[config.mk]
export PLATFORM = sky130hd
export DESIGN_NAME = and_or_latch_sched
export DESIGN_NICKNAME = d
export VERILOG_FILES = /design/src/rtl/and_or_latch_pkg.sv /design/src/rtl/and_or_latch_sched_rr_arbiter.sv /design/src/rtl/and_or_latch_sched.sv
export SDC_FILE = /design/constraint.sdc
export NUM_CORES = 1
export LEC_CHECK = 0
export CAP_MARGIN = 20
export CORE_MARGIN = 10
export CORE_UTILIZATION = 51
export DETAILED_ROUTE_END_ITERATION = 7
export MAX_ROUTING_LAYER = met4
export PLACE_DENSITY = 0.82
export SLEW_MARGIN = 20
export SYNTH_ARGS = -nofsm -noshare
export SYNTH_HDL_FRONTEND = slang
export SYNTH_SLANG_ARGS = --single-unit
[constraint.sdc]
create_clock -name clk -period 4.77 [get_ports clk]
set_clock_uncertainty 0.1 [all_clocks]
set_input_delay 0.954 -clock clk [delete_from_list [all_inputs] [get_ports clk]]
set_output_delay 0.954 -clock clk [all_outputs]
set_load 0.05 [all_outputs]
[src/rtl/and_or_latch_pkg.sv]
// and_or_latch_pkg: shared state encoding, operand layout and reference function for the latch scheduler
package and_or_latch_pkg;

    typedef enum logic [2:0] {IDLE, SETUP, OPEN, CLOSE, RESP} state_t;

    typedef struct packed {
        logic a;
        logic b;
        logic c;
        logic d;
    } operand_t;

    function automatic logic aol_eval(input operand_t o);
        return (o.a & o.b) | (o.c & o.d);
    endfunction

endpackage

[src/rtl/and_or_latch_sched_rr_arbiter.sv]
// rr_arbiter: one-hot grant to the first requester at or after ptr, wrapping
module rr_arbiter #(
    parameter int N_REQ = 4
) (
    input  logic [N_REQ-1:0]         req,
    input  logic [$clog2(N_REQ)-1:0] ptr,
    output logic [N_REQ-1:0]         gnt,
    output logic [$clog2(N_REQ)-1:0] idx
);

    localparam int IW = $clog2(N_REQ);

    logic          found;
    logic [IW-1:0] j;

    // scan upward from ptr with wraparound; first valid requester wins
    always_comb begin
        gnt   = '0;
        idx   = '0;
        found = 1'b0;
        j     = '0;
        for (int k = 0; k < N_REQ; k++) begin
            j = IW'((int'(ptr) + k) % N_REQ);
            if (!found && req[j]) begin
                found  = 1'b1;
                gnt[j] = 1'b1;
                idx    = j;
            end
        end
    end

endmodule

[src/rtl/and_or_latch_sched.sv]
// and_or_latch_sched: round-robin scheduler for one shared and_or_latch; AND_OR_LATCH_SCHED_CHECK_EN adds chk_err
module and_or_latch_sched
    import and_or_latch_pkg::*;
#(
    parameter int N_REQ     = 4,
    parameter int SETUP_CYC = 1,
    parameter int EN_CYC    = 2
) (
    input  logic                     clk,
    input  logic                     rst,
    input  logic [N_REQ-1:0]         req_valid,
    input  logic [4*N_REQ-1:0]       req_data,
    output logic [N_REQ-1:0]         req_ready,
    output logic                     rsp_valid,
    output logic [$clog2(N_REQ)-1:0] rsp_id,
    output logic                     rsp_f,
    input  logic                     rsp_ready,
    output logic                     lat_a,
    output logic                     lat_b,
    output logic                     lat_c,
    output logic                     lat_d,
    output logic                     lat_en,
    input  logic                     lat_f,
    output logic                     busy
`ifdef AND_OR_LATCH_SCHED_CHECK_EN
    ,
    output logic                     chk_err
`endif
);

    localparam int MAXC = (SETUP_CYC > EN_CYC) ? SETUP_CYC : EN_CYC;
    localparam int CW   = $clog2(MAXC) + 1;
    localparam int IW   = $clog2(N_REQ);

    state_t        state, state_nx;
    logic [CW-1:0] cnt, cnt_nx;
    logic [IW-1:0] ptr, id, gnt_idx;
    logic [N_REQ-1:0] gnt;
    operand_t      op;
    logic          f_q;
    logic          accept;
    logic          drive;

    rr_arbiter #(.N_REQ(N_REQ)) u_arb (
        .req (req_valid),
        .ptr (ptr),
        .gnt (gnt),
        .idx (gnt_idx)
    );

    assign accept = (state == IDLE) && (|req_valid);

    // sequence setup, enable window, hold-margin close and response handshake
    always_comb begin
        state_nx = state;
        cnt_nx   = cnt;
        case (state)
            IDLE:  if (accept) begin
                state_nx = SETUP;
                cnt_nx   = '0;
            end
            SETUP: if (cnt == CW'(SETUP_CYC - 1)) begin
                state_nx = OPEN;
                cnt_nx   = '0;
            end else cnt_nx = cnt + 1'b1;
            OPEN:  if (cnt == CW'(EN_CYC - 1)) begin
                state_nx = CLOSE;
                cnt_nx   = '0;
            end else cnt_nx = cnt + 1'b1;
            CLOSE: state_nx = RESP;
            RESP:  state_nx = rsp_ready ? IDLE : RESP;
            default: state_nx = IDLE;
        endcase
    end

    // outputs decoded from state; operands only reach the latch while a request is in flight
    always_comb begin
        drive     = (state == SETUP) || (state == OPEN) || (state == CLOSE);
        req_ready = (state == IDLE && !rst) ? gnt : '0;
        {lat_a, lat_b, lat_c, lat_d} = drive ? 4'(op) : 4'b0;
        lat_en    = (state == OPEN);
        rsp_valid = (state == RESP);
        rsp_id    = (state == RESP) ? id : '0;
        rsp_f     = (state == RESP) && f_q;
        busy      = (state != IDLE);
    end

    // state, pointer and capture registers; f is sampled as CLOSE ends
    always_ff @(posedge clk) begin
        if (rst) begin
            state <= IDLE;
            cnt   <= '0;
            ptr   <= '0;
            id    <= '0;
            op    <= '0;
            f_q   <= 1'b0;
        end else begin
            state <= state_nx;
            cnt   <= cnt_nx;
            if (accept) begin
                id  <= gnt_idx;
                op  <= operand_t'(req_data[{gnt_idx, 2'b00} +: 4]);
                ptr <= (gnt_idx == IW'(N_REQ - 1)) ? '0 : gnt_idx + 1'b1;
            end
            if (state == CLOSE) f_q <= lat_f;
        end
    end

`ifdef AND_OR_LATCH_SCHED_CHECK_EN
    // sticky flag when the latch disagrees with the reference function at close
    always_ff @(posedge clk) begin
        if (rst) chk_err <= 1'b0;
        else if (state == CLOSE && lat_f != aol_eval(op)) chk_err <= 1'b1;
    end
`endif

endmodule

== After elaboration in Yosys (flattened, before gate mapping) ==
Index checks and enable logic that the tools add are counted.
Operators by class
  $add $sub $neg: 5
  $lt $le $gt $ge: 8
  equal/unequal tests: 9
  shift operators: 1
  muxes and demuxes: 40
  bitwise gates (word level): 3
  reduce and logical (&&, ||, !) cells: 23
Operators with widths (count)
  $mux W4: 6
  $mux W2: 9
  $shiftx A16 B5 Y4: 1
  $pmux W3 S5: 1
  $lt A2 B3 Y1 const B: 4
  $mux W3: 4
  $or A4 B4 Y4: 3
  $mux W1: 11
  $logic_and A1 B1 Y1: 10
  $bmux W1 S2: 4
  $demux W1 S2: 4
  $ge A2 B1 Y1 const B: 4
  $add A2 B1 Y2 const B: 3
  $eq A3 B2 Y1 const B: 2
  $pmux W2 S3: 1
  $reduce_bool A3 Y1: 2
  $add A2 B2 Y2 const B: 2
  $logic_not A1 Y1: 4
  $ne A2 B2 Y1 const B: 2
  $reduce_or A4 Y1: 1
  $eq A3 B1 Y1 const B: 1
  $eq A3 B3 Y1 const B: 1
  $logic_not A3 Y1: 1
  $reduce_and A3 Y1: 1
  6 further kinds: 7
Word-level totals
  flip-flop bits (word level): 14
  input port bits: 24
  output and inout bits: 14

== Logic depth before layout (Yosys ltp) ==
  word-level depth: 14
  mapped depth: 13

== Modules after synthesis ==
A second synthesis with hierarchy kept.
Unflattened totals
  cells, all modules: 167
  area total of the unflattened synthesis: 1368.8 um2
By module, submodules not included
  and_or_latch_sched: times used 1, cells an instance 102, area each 879.6 um2, sequential area each 280.3 um2
  rr_arbiter: times used 1, cells an instance 65, area each 489.2 um2, sequential area each 0.0 um2

== Least setup slack after synthesis ==
OpenSTA, ideal clock, no wires.
  path type: register to output
  start: reg ptr[0]
  end: out req_ready[0]
  arrival time: 3.161 ns
  required time: 3.716 ns
  slack: 0.555 ns
  cell stages (with the launch flop): 13
  buffers on the path: 4
  path through: dfxtp_1 > buf_6 > clkbuf_1 > inv_1 > clkbuf_1 > ha_1 > clkbuf_1 > nand2_1 > o22ai_1 > a32oi_1 > o22ai_1 > a221oi_1 > nor2_1
Between the ends
  cells in the longest elaborated chain, start to end: 13
  elaborated cells between the ends (all ways): 48
  classes of those cells: add/sub (3); order compare (8); mux (24); bitwise (3); reduce/logical (10)
RTL lines
  start: declaration: RTL line and_or_latch_sched.sv:37  | logic [IW-1:0] ptr, id, gnt_idx;
  start signal: assignment: RTL line and_or_latch_sched.sv:103  | ptr <= (gnt_idx == IW'(N_REQ - 1)) ? '0 : gnt_idx + 1'b1;
  branches (longest 11 deep; another with $lt A2 B3 Y1)
  $mux W4 *: RTL line and_or_latch_sched_rr_arbiter.sv:24  | if (!found && req[j]) begin
  $mux W4 *: RTL line and_or_latch_sched.sv:79  | req_ready = (state == IDLE && !rst) ? gnt : '0;
  end: declaration: RTL line and_or_latch_sched.sv:13  | output logic [N_REQ-1:0] req_ready,
Mark *: on every way between the ends. The select of a mux whose other input is x is not followed.

== Final worst setup path ==
  start: in req_valid[0]
  end: out req_ready[2]
Between the ends
  cells in the longest elaborated chain, start to end: 13
  elaborated cells between the ends (all ways): 25
  classes of those cells: mux (16); bitwise (3); reduce/logical (6)
RTL lines
  start: declaration: RTL line and_or_latch_sched.sv:11  | input logic [N_REQ-1:0] req_valid,
  $bmux W1 S2: RTL line and_or_latch_sched_rr_arbiter.sv:24
  $mux W1 (not written as such): RTL line and_or_latch_sched_rr_arbiter.sv:24
  $mux W1: RTL line and_or_latch_sched_rr_arbiter.sv:24
  $logic_not A1 Y1: RTL line and_or_latch_sched_rr_arbiter.sv:24
  $logic_and A1 B1 Y1: RTL line and_or_latch_sched_rr_arbiter.sv:24
  $mux W1: RTL line and_or_latch_sched_rr_arbiter.sv:24
  $logic_not A1 Y1: RTL line and_or_latch_sched_rr_arbiter.sv:24
  $logic_and A1 B1 Y1: RTL line and_or_latch_sched_rr_arbiter.sv:24
  $mux W1: RTL line and_or_latch_sched_rr_arbiter.sv:24
  $logic_not A1 Y1: RTL line and_or_latch_sched_rr_arbiter.sv:24
  $logic_and A1 B1 Y1: RTL line and_or_latch_sched_rr_arbiter.sv:24
  $mux W4 *: RTL line and_or_latch_sched_rr_arbiter.sv:24
  $mux W4 *: RTL line and_or_latch_sched.sv:79
Every way passes the cells marked *; elsewhere a longest branch is shown, timed or not. The select of a mux whose other input is x is not followed.

==> flow_metrics.env <==
export IMPL_cp_top_family="buffers and inverters"
export IMPL_synth_edf_count=0
export IMPL_start_util=0.5411
export IMPL_ir_drop_v=0.0002562
export IMPL_switchingPower_mw=0.5672
export IMPL_seqPwrFrac=0.182
export IMPL_drc_errors=0
export IMPL_switching_share=0.5154
export IMPL_num_rows=20
export IMPL_synth_area_leaders="dfxtp_1 (17%), ha_1 (9.0%), nor2_1 (6.8%), mux2_2 (5.4%), a21oi_1 (4.2%)"
export IMPL_clock_sinks=14
export IMPL_syn_avg_cell_area_um2=7.468
export IMPL_rr_endpoint="op[1]"
export IMPL_grt_pass1_vias=1577
export IMPL_slew_headroom=0.4679
export IMPL_core_region_area_um2=3078
export IMPL_powerDensity_nw_per_um2=518.0
export IMPL_crit_slowest_cell="mux4_4"
export IMPL_cts_tree="done"
export IMPL_dieArea_um2=5951
export IMPL_io_buffers=37
export IMPL_antenna_found_initial=0
export IMPL_combPwrFrac=0.741
export IMPL_finalPower_mw=1.101
export IMPL_ys_types=48
export IMPL_hold_depth=2
export IMPL_tns_ns=0
export IMPL_viasPerCell=6.003
export IMPL_ys_ff_latch=14
export IMPL_synth_fp_nets=259
export IMPL_rr_startpoint="ptr[1]"
export IMPL_route_antenna_remaining_nets=0
export IMPL_layout_worst_path_cycle_share=0.9052
export IMPL_critPathMostFrequentCell="nor2_1"
export IMPL_cts_root_buffer="clkbuf_4"
export IMPL_syn2layout_area_growth_pct=27.57
export IMPL_hold_path_end="id[1]"
export IMPL_placed_area_um2=2088
export IMPL_wl_per_cell_um=14.76
export IMPL_diodes=0
export IMPL_post_cts_buffers=0
export IMPL_fin_ws_ns=0.4521
export IMPL_die_w_um=77.15
export IMPL_first_iter_violations=129
export IMPL_r2r_slack_ns=1.44
export IMPL_pwr_share_clk=0.077
export IMPL_wl_met1_um=1934
export IMPL_path_depth=8
export IMPL_num_vias=1777
export IMPL_cts_clk_slew_worst_paths_ns=0.08
export IMPL_yosys_area_top_type="dfxtp_1"
export IMPL_r2r_cells=8
export IMPL_pre_cts_ws_ns=0.4904
export IMPL_critical_path_class="in -> out"
export IMPL_critPathCaptureType="primary output"
export IMPL_met3WireLength_um=256
export IMPL_grt_overflow=0
export IMPL_fp_dieH_um=77.15
export IMPL_worst_slew_pin_slew_ns=0.7908
export IMPL_ios=38
export IMPL_gp_congestion=0.8943
export IMPL_numCtsBuffers=3
export IMPL_p_int_mw=0.5333
export IMPL_status="complete, no violations"
export IMPL_hp_start="id[1]"
export IMPL_cp_start_kind="input port"
export IMPL_worstSkewPairLatency_ns=0.28
export IMPL_ys_warn_count=0
export IMPL_finalHoldViolations=0
export IMPL_grt_first_pass_wirelength_um=7376
export IMPL_syn_inst=223
export IMPL_cpPeakStageDelay_ns=0.78
export IMPL_synth_top_flop_cell="dfxtp_1"
export IMPL_crit_buf_inv=2
export IMPL_first_pass_iters=4
export IMPL_critPathMaxFanout=14
export IMPL_cp_arrival_ns=3.26
export IMPL_drv_slew=0
export IMPL_post_cts_resized=0
export IMPL_drive_gt1_frac=0.1190
export IMPL_postCtsHoldBufs=0
export IMPL_met2WireLength_um=2143
export IMPL_clock_fmax_mhz=231.6
export IMPL_rsz0062_at_grt="false"
export IMPL_maxCapViolCount=0
export IMPL_htreeDepth=1
export IMPL_worstHoldPathType="reg -> reg"
export IMPL_clock_path_buffers=2
export IMPL_async_flop_share=0
export IMPL_dp_hpwl_um=3390
export IMPL_postLayoutCellArea_um2=2125
export IMPL_crit_path_cell_trace="clkdlybuf4s50_1 > mux4_4 > nor2b_4 > a22oi_1 > nor2_1 > a221oi_1 > nor2_1 > buf_12"
export IMPL_grt_usage=0.1430
export IMPL_syn_cell_area_um2=1665
export IMPL_power_leakage_nw=0.8511
export IMPL_finalCriticalPeriod_ns=4.318
export IMPL_top_layer_used="met4"
export IMPL_ys_seq_area_frac=0.1683
export IMPL_crit_required_ns=3.72
export IMPL_grt_max_degree=33
export IMPL_detail_route_wirelength_um=4369
export IMPL_nets=289
export IMPL_setup_violations=0
export IMPL_synth_top_cell_area_share=0.1683
-- per-layer routing --
metal | up-vias | track usage
met4 | 0 | 0.01825
met2 | 64 | 0.2366
met5 | - | -
met3 | 4 | 0.02797
met1 | 820 | 0.1794
li1 | 889 | -
-- worst min-delay path, stage by stage (launching register included) --
cell	delay, ns
dfxtp_1	0.31
nand2_1	0.05
a21oi_1	0.05
-- worst max-delay path by stage --
stage	end	start
floorplan	req_ready[0]	ptr[0]
global placement	req_ready[2]	req_valid[0]
detailed placement	req_ready[2]	req_valid[0]
CTS	req_ready[2]	req_valid[0]
global route	req_ready[3]	req_valid[0]
finish	req_ready[2]	req_valid[0]
-- per-stage QoR --
step / hold slack, ns / utilization / std cells
2_1_floorplan: 0.3319 / - / 223
3_3_place_gp: 0.3436 / 0.6785 / 292
3_5_place_dp: 0.3424 / 0.6785 / 292
4_1_cts: 0.3539 / 0.6902 / 296
5_1_grt: 0.4065 / 0.6902 / 296
6_report: 0.3550 / 0.6902 / 296
-- synth_stat cells, types with 2 or more instances --
master,n
and3_1,6
o21bai_1,2
o2bb2ai_1,3
o22ai_1,3
o211a_1,3
a22oi_1,6
nand2_1,15
or2_2,2
nor2_1,30
nor3_1,9
clkbuf_1,13
a221oi_1,8
nor4_1,3
mux2_2,8
a211oi_1,3
and2_1,5
nand3_1,5
a31oi_1,4
nor2b_1,3
dfxtp_1,14
ha_1,12
a21oi_1,14
a32oi_1,2
mux2i_1,6
nor3b_1,2
or3_1,2
inv_1,9
buf_6,2
mux4_2,2
o21ai_0,5
nand2b_1,5
-- area by class of cell --
cell class              count  area [um2]
fillers                   272       953.4
multi-input cells         183        1271
clock buffers               4       36.28
well taps                  44       55.05
flip-flops and latches     14       280.3
inverters                   9       33.78
repair buffers             42       447.9
-- placed cells by master (no fill, tap or decap), types with 2 or more instances in the layout --
cell type        instances
a211oi_1                 3
a21oi_1                 14
a221oi_1                 8
a22oi_1                  6
a31oi_1                  4
a32oi_1                  2
and2_1                   5
and3_1                   6
buf_12                   4
buf_4                    5
clkbuf_4                 3
clkdlybuf4s50_1         33
dfxtp_1                 14
ha_1                    12
inv_1                    9
mux2_2                   8
mux2i_1                  6
mux4_2                   2
nand2_1                 15
nand2b_1                 5
nand3_1                  5
nor2_1                  30
nor2b_1                  3
nor3_1                   9
nor3b_1                  2
nor4_1                   3
o211a_1                  3
o21ai_0                  5
o21bai_1                 2
o22ai_1                  3
o2bb2ai_1                3
or2_2                    2
or3_1                    2
-- flip-flops by register name, indices dropped and copies added, names as in the netlist --
register / flops
op: 4
state: 3
cnt: 2
id: 2
ptr: 2
f_q: 1
-- power by group through the flow --
stage | Sequential (mW) | Combinational (mW) | Clock [mW]
after floorplan | 0.188 | 0.762 | 0
after global placement | 0.202 | 0.795 | 0
after detailed placement | 0.203 | 0.806 | 0
after CTS | 0.200 | 0.809 | 0.0870
after global routing | 0.209 | 0.897 | 0.0921
final | 0.200 | 0.815 | 0.0851
-- cell families (layout without fill, tap and decap cells) --
family                   after synthesis  count (layout)  synth area share
AND/OR/NAND/NOR                       93              93            0.2810
AO/OA/AOI/OAI                         61              61            0.2600
buffers and inverters                 26              55           0.06836
multiplexers                          17              17            0.1322
flip-flops                            14              14            0.1683
adder cells (fa/ha/maj)               12              12           0.09016
Note: power is estimated with default switching activity, not from simulation.
